<file path="src/rtl/circbuf_extract_if.sv">
// Window/issue bundle signals between the circular buffer, the extractor and decode.
// slave modport is the extractor side; master is the buffer/decode side.
interface circbuf_extract_if #(
    parameter int WIDTH     = 32,
    parameter int EXT_COUNT = 2,
    parameter int CNTW      = $clog2(EXT_COUNT + 1)
);
    logic [EXT_COUNT-1:0]       ext_valid;
    logic [EXT_COUNT*WIDTH-1:0] in_elements;
    logic [EXT_COUNT-1:0]       in_barrier;
    logic [CNTW-1:0]            ext_consumed;
    logic                       flush;
    logic [EXT_COUNT-1:0]       out_valid;
    logic [EXT_COUNT*WIDTH-1:0] out_elements;
    logic                       out_ready;
    logic [31:0]                stall_cycles;
    logic [31:0]                starve_cycles;

    modport slave (
        input  ext_valid,
        input  in_elements,
        input  in_barrier,
        input  flush,
        input  out_ready,
        output ext_consumed,
        output out_valid,
        output out_elements,
        output stall_cycles,
        output starve_cycles
    );

    modport master (
        output ext_valid,
        output in_elements,
        output in_barrier,
        output flush,
        output out_ready,
        input  ext_consumed,
        input  out_valid,
        input  out_elements,
        input  stall_cycles,
        input  starve_cycles
    );
endinterface

</file>
<file path="src/rtl/circbuf_extract.sv">
// Takes an in-order prefix of the buffer window into a registered issue bundle.
// Optional perf counters enabled by CIRCBUF_EXTRACT_PERF_EN.
module circbuf_extract #(
    parameter int WIDTH     = 32,
    parameter int EXT_COUNT = 2,
    parameter int CNTW      = $clog2(EXT_COUNT + 1)
) (
    input  logic             clock,
    input  logic             reset_n,
    circbuf_extract_if.slave bus
);
    logic                       load_en;
    logic [CNTW-1:0]            take_n;
    logic [EXT_COUNT-1:0]       valid_d;
    logic [EXT_COUNT-1:0]       valid_q;
    logic [EXT_COUNT*WIDTH-1:0] elem_d;
    logic [EXT_COUNT*WIDTH-1:0] elem_q;

    assign load_en = (~|valid_q | bus.out_ready) & ~bus.flush;

    // Count leading valid slots; a barrier at slot 0 issues alone, later barriers cut the run.
    always_comb begin
        logic stop;
        take_n = '0;
        stop   = 1'b0;
        for (int i = 0; i < EXT_COUNT; i++) begin
            if (!stop) begin
                if (bus.ext_valid[i] && (i == 0 || !bus.in_barrier[i])) begin
                    take_n = take_n + CNTW'(1);
                    if (i == 0 && bus.in_barrier[0])
                        stop = 1'b1;
                end else begin
                    stop = 1'b1;
                end
            end
        end
    end

    // Next bundle: first take_n slots copied, the rest zeroed.
    always_comb begin
        valid_d = '0;
        elem_d  = '0;
        for (int i = 0; i < EXT_COUNT; i++) begin
            if (CNTW'(i) < take_n) begin
                valid_d[i]                = 1'b1;
                elem_d[i*WIDTH +: WIDTH] = bus.in_elements[i*WIDTH +: WIDTH];
            end
        end
    end

    assign bus.ext_consumed = (load_en && reset_n) ? take_n : '0;

    // Bundle register: flush clears, load replaces, otherwise hold.
    always_ff @(posedge clock or negedge reset_n) begin
        if (!reset_n) begin
            valid_q <= '0;
            elem_q  <= '0;
        end else if (bus.flush) begin
            valid_q <= '0;
            elem_q  <= '0;
        end else if (load_en) begin
            valid_q <= valid_d;
            elem_q  <= elem_d;
        end
    end

    assign bus.out_valid    = valid_q;
    assign bus.out_elements = elem_q;

`ifdef CIRCBUF_EXTRACT_PERF_EN
    logic [31:0] stall_q;
    logic [31:0] starve_q;
    logic        stall_ev;
    logic        starve_ev;

    assign stall_ev  = |valid_q & ~bus.out_ready & ~bus.flush;
    assign starve_ev = load_en & ~bus.ext_valid[0];

    // Saturating event counters, cleared only by reset.
    always_ff @(posedge clock or negedge reset_n) begin
        if (!reset_n) begin
            stall_q  <= '0;
            starve_q <= '0;
        end else begin
            if (stall_ev && stall_q != '1)
                stall_q <= stall_q + 32'd1;
            if (starve_ev && starve_q != '1)
                starve_q <= starve_q + 32'd1;
        end
    end

    assign bus.stall_cycles  = stall_q;
    assign bus.starve_cycles = starve_q;
`else
    assign bus.stall_cycles  = '0;
    assign bus.starve_cycles = '0;
`endif
endmodule

</file>
<file path="src/flat_wrapper.sv">
// flat-port wrapper written by rule: the top's interface ports become plain ports
module circbuf_extract_flat 
#(
    parameter int WIDTH     = 32,
    parameter int EXT_COUNT = 2,
    parameter int CNTW      = $clog2(EXT_COUNT + 1)
)
  (clock, reset_n, bus_ext_valid, bus_in_elements, bus_in_barrier, bus_flush, bus_out_ready, bus_ext_consumed, bus_out_valid, bus_out_elements, bus_stall_cycles, bus_starve_cycles);
  circbuf_extract_if #(.WIDTH(WIDTH), .EXT_COUNT(EXT_COUNT), .CNTW(CNTW)) bus_i ();
  input  logic clock;
  input  logic reset_n;
  input wire logic [$bits(bus_i.ext_valid)-1:0] bus_ext_valid;
  input wire logic [$bits(bus_i.in_elements)-1:0] bus_in_elements;
  input wire logic [$bits(bus_i.in_barrier)-1:0] bus_in_barrier;
  input wire logic [$bits(bus_i.flush)-1:0] bus_flush;
  input wire logic [$bits(bus_i.out_ready)-1:0] bus_out_ready;
  output wire logic [$bits(bus_i.ext_consumed)-1:0] bus_ext_consumed;
  output wire logic [$bits(bus_i.out_valid)-1:0] bus_out_valid;
  output wire logic [$bits(bus_i.out_elements)-1:0] bus_out_elements;
  output wire logic [$bits(bus_i.stall_cycles)-1:0] bus_stall_cycles;
  output wire logic [$bits(bus_i.starve_cycles)-1:0] bus_starve_cycles;
  assign bus_i.ext_valid = bus_ext_valid;
  assign bus_i.in_elements = bus_in_elements;
  assign bus_i.in_barrier = bus_in_barrier;
  assign bus_i.flush = bus_flush;
  assign bus_i.out_ready = bus_out_ready;
  assign bus_ext_consumed = bus_i.ext_consumed;
  assign bus_out_valid = bus_i.out_valid;
  assign bus_out_elements = bus_i.out_elements;
  assign bus_stall_cycles = bus_i.stall_cycles;
  assign bus_starve_cycles = bus_i.starve_cycles;
  circbuf_extract #(.WIDTH(WIDTH), .EXT_COUNT(EXT_COUNT), .CNTW(CNTW)) u_core (.clock(clock), .reset_n(reset_n), .bus(bus_i));
endmodule
</file>
<file path="config.mk">
export PLATFORM = sky130hd
export DESIGN_NAME = circbuf_extract_flat
export DESIGN_NICKNAME = d
export VERILOG_FILES = /design/src/rtl/circbuf_extract_if.sv /design/src/rtl/circbuf_extract.sv /design/src/flat_wrapper.sv
export SDC_FILE = /design/constraint.sdc
export NUM_CORES = 1
export LEC_CHECK = 0
export BUFFER_PORTS_ARGS = -buffer_cell sky130_fd_sc_hd__clkbuf_2
export CAP_MARGIN = 20
export CORE_MARGIN = 4
export CORE_UTILIZATION = 25
export CTS_CLUSTER_SIZE = 8
export DETAILED_ROUTE_END_ITERATION = 6
export PLACE_DENSITY = 0.5
export SYNTH_ARGS = -nofsm -noshare
export SYNTH_HDL_FRONTEND = slang
export SYNTH_SLANG_ARGS = --single-unit
</file>
<file path="constraint.sdc">
create_clock -name clock -period 2.1 [get_ports clock]
set_input_delay 0.105 -clock clock [delete_from_list [all_inputs] [get_ports clock]]
set_output_delay 0.105 -clock clock [all_outputs]
set_load 0.01 [all_outputs]
</file>
# Word-level counts from Yosys, hierarchy flattened
# Cells that the tools add are included.
dict set report classes {
  n_addsub 1
  magnitude_cmp 2
  mux 14
  bitwise 3
  reduce_logical 6
}
# operator n
set op_table {}
lappend op_table {{64-bit two-way mux} 2}
lappend op_table {{32-bit two-way mux} 2}
lappend op_table {{2-bit two-way mux} 5}
lappend op_table {{1-bit two-way mux} 5}
lappend op_table {{1-bit by 2-bit less-than comparator with 1-bit output (first input constant)} 2}
lappend op_table {{2-bit by 1-bit adder with 2-bit output (second input constant)} 1}
lappend op_table {{1-bit logical AND} 2}
lappend op_table {{1-bit logical NOT} 2}
lappend op_table {{2-bit nonzero test} 1}
lappend op_table {{2-bit OR reduction} 1}
lappend op_table {{1-bit bitwise AND} 1}
lappend op_table {{1-bit inverter} 1}
lappend op_table {{1-bit OR} 1}
dict set report totals {
  ff_bits 66
  in_bits 72
  output_inout_bits 132
  word_cells 28
}

# Logic depth before layout (Yosys ltp)
dict set report logic_depth {
  ltp_word 8
  depth_mapped 6
  depth_no_buf 5
}

# Least setup slack after synthesis
# OpenSTA, ideal clock, no wires.
dict set report synth_timing {
  path_type {register -> output}
  startpoint {register u_core.valid_q[1], in the netlist u_core.bus.out_valid[1]}
  endpoint {output port bus_ext_consumed[0]}
  t_arrival_ns 1.322
  required_ns 1.995
  setup_slack_ns 0.673
  stages_incl_launch_ff 5
  n_path_buf 1
  cell_sequence {dfrtp_1 -> o21ba_4 -> nor3b_4 -> buf_6 -> o211a_1}
}
dict set report synth_between {
  elab_chain_cells 6
}
# element line
set synth_lines {}
lappend synth_lines {{start, declared} circbuf_extract.sv:15} ;# logic [EXT_COUNT-1:0] valid_q;
lappend synth_lines {{start signal, assigned} circbuf_extract.sv:62} ;# valid_q <= valid_d;
lappend synth_lines {{2-bit OR reduction} circbuf_extract.sv:19} ;# assign load_en = (~|valid_q | bus.out_ready) & ~bus.flush;
lappend synth_lines {{1-bit logical NOT} circbuf_extract.sv:19}
lappend synth_lines {{1-bit OR} circbuf_extract.sv:19}
lappend synth_lines {{1-bit bitwise AND} circbuf_extract.sv:19}
lappend synth_lines {{1-bit logical AND} circbuf_extract.sv:51} ;# assign bus.ext_consumed = (load_en && reset_n) ? take_n : '0;
lappend synth_lines {{2-bit two-way mux} circbuf_extract.sv:51}
lappend synth_lines {{end, declared} flat_wrapper.sv:17} ;# output wire logic [$bits(bus_i.ext_consumed)-1:0] bus_ext_consumed;
# No other way between the ends.

# Final worst setup path
# Same ends and word-level chain as after synthesis.

==> results.toml <==
[outcome]
status = "finished clean"

[critical_path]
required_ns = 2.00
slowest_delay_ns = 0.41
critPathMaxFanout = 22
cp_slowest_cell = "dfrtp_1"
r2r-end = "u_core.bus.out_elements[37]"
worstPathArrival_ns = 1.76
r2r_start = "u_core.bus.out_valid[1]"
worst-r2r-cell-count = 4
cp_cell_sequence = "o21ba_4 > nor3b_4 > buf_4 > o211a_1 > clkbuf_2"
worstSetupPathType = "reg -> out"
cp-start-kind = "flop"
cp-end-kind = "primary output"
ff2ff_setup_slack_ns = 0.39

[detailed_routing]
drc_errors = 0
dr.first_iter.drc_count = 31
viasPerCell = 4.037
ant_nets = 0
vias = 2192
routed_wl_um = 7600
first_pass_iters = 4
routedWlPerCell_um = 14.00

[clock_network]
clk_latency_ns = 0.32
cts_resized = 0
path_clk_slew_ns = 0.06
cts_root_buffer = "clkbuf_16"
cts_buffer_depth = 2
clock_sinks = 66
htree_num_levels = 3
numCtsBuffers = 9
cts_tree = "done"

[yosys]
synth_cell_type_count = 18
synth_compound_area_share_pct = 21.45
mappedNetlistArea_um2 = 2975
seq_area_frac_synth_pct = 55.51
synthSimpleGateAreaFrac_pct = 2.103
synthCells = 219
synthAdderAreaFrac_pct = 0.4205
ys_ff_latch = 66
synthMuxAreaShare_pct = 0
synth_top_family_by_area = "compound AO/OA/AOI/OAI gates"
syn_avg_cell_area_um2 = 13.59
yosysWarnings = 0
synth-xor-area-share_pct = 0

[sta]
finClkSkew_ns = 0.007453
tightest_slew_ns = 0.5256
maxSlewViolCount = 0
hold_viol_final = 0
setup_violations = 0
period_needed_ns = 1.863
slew-limit-headroom_pct = 64.80
max_freq_ghz = 0.5367
rsz0062_at_grt = "no"
min_period_over_period_pct = 88.73
tns_ns = 0

[floorplanning]
core.rowCount = 39
core_um2 = 11520
die_x_um = 117.1
pin_count = 204
floorplan.die.height_um = 117.1
die_area_um2 = 13710
start_util_pct = 25.84

[cells_and_area]
nNetsFinal = 468
diodes = 0
final_cell_area_um2 = 4217
areaGrowthSynthToFinish_pct = 41.72
drive_gt1_share_pct = 49.00

[power]
powerDensity_nw_per_um2 = 777.6
vdd_ir_drop_max_mv = 0.2629
leakage_nw = 2.327

[grt]
grt_use_total_pct = 10.84
grt_max_degree = 36
overflow = 0
first_global_vias = 2197
grt_pass1_wl_um = 11350
antenna_found_initial = 0

[placement]
hpwl_um = 5360
gp_congestion = 0.7060
placed_area_um2 = 3550
portBuffers = 139

[hold_path]
min_to = "u_core.bus.out_elements[61]"
worstHoldStart = "bus_in_elements[61]"
min-delay-path-class = "in -> reg"
hold_depth = 2

[job]
cap_violations = 0
layout by cell type, fill, tap and decap left out, types with 4 or more instances in the layout:
cell type	n
dlygate4sd3_1	32
clkbuf_2	138
dfrtp_1	66
buf_4	4
conb_1	64
a22o_2	27
clkbuf_16	9
a22o_1	37
how the worst max path moves through the flow:
stage | start | endpoint | cells after the start
2_1_floorplan | u_core.bus.out_valid[1] | bus_ext_consumed[0] | 4
3_3_place_gp | u_core.bus.out_valid[1] | u_core.bus.out_elements[53] | 4
3_5_place_dp | u_core.bus.out_valid[1] | u_core.bus.out_elements[47] | 4
4_1_cts | u_core.bus.out_valid[1] | bus_ext_consumed[0] | 5
5_1_grt | u_core.bus.out_valid[1] | bus_ext_consumed[0] | 5
6_report | u_core.bus.out_valid[1] | bus_ext_consumed[0] | 5
worst max-delay path: cells and delay by family (launching register included):
kind / cells / cell delay, ns
buf+inv: 2 / 0.40
simple gates: 1 / 0.18
compound gates: 2 / 0.45
flops: 1 / 0.41
state kept, by name, summed over array words and instances (netlist names):
| name | count |
|---|---|
| u_core.bus.out_elements | 64 |
| u_core.bus.out_valid | 2 |
cell type report:
type,instances,area (um2)
Timing Repair Buffer,178,1097
Fill cell,1153,7300
Sequential cell,66,1652
Clock inverter,7,101.3
Multi-Input combinational cell,140,962.2
Tap cell,143,178.9
Clock buffer,9,225.2
cells in the mapped netlist (all sizes together):
| master | n | area, um2 |
|---|---|---|
| o211a | 1 | 10.01 |
| and2 | 1 | 6.260 |
| nor2b | 2 | 20.02 |
| nand4bb | 1 | 11.26 |
| conb | 1 | 3.750 |
| a21o | 2 | 17.52 |
| a22o | 64 | 594.3 |
| o21ba | 1 | 16.27 |
| nor3b | 1 | 18.77 |
| ha | 1 | 12.51 |
| dfrtp | 66 | 1652 |
| buf | 76 | 603.1 |
| clkbuf | 1 | 3.750 |
| nor2 | 1 | 6.260 |
layer usage:
layer  global-route usage [%]  part of all wire [%]
met4                    3.746                   1.4
met2                    18.51                    50
met1                    13.11                    41
met5                        0                     0
met3                    3.136                   7.7
where the power goes:
| part | switching, mW | total (mW) | internal [mW] |
|---|---|---|---|
| Combinational | 0.179 | 0.336 | 0.157 |
| Sequential | 0.0193 | 1.32 | 1.30 |
| Clock | 0.570 | 1.62 | 1.05 |
| Total | 0.769 | 3.28 | 2.51 |
cell families (layout without fill, tap and decap cells):
kind of cell | after synthesis | in the layout
buf+inv | 77 | 194
compound gates | 68 | 68
flops | 66 | 66
simple gates | 6 | 7
fa+ha+maj | 1 | 1
other cells | 1 | 64
through the flow:
step           hold slack [ns]  std cells  setup WS [ns]  total power, mW  utilization, %
2_1_floorplan          -0.1906        282         0.6726            1.577               -
6_report               0.01731        543         0.2366            3.279           36.61
5_1_grt               0.003795        543         0.1294            3.435           36.61
3_3_place_gp           0.03859        493        0.06670            1.634           30.82
4_1_cts             0.00005898        542         0.2008            3.356           36.52
3_5_place_dp           0.04399        493      -0.001672            1.635           30.82
repair_timing:
action	CTS	global route
setup endpoints to repair	14	0
hold endpoints to repair	41	0
hold buffers	32	0
setup buffers	0	0
Power figures use the tool's default switching activity.
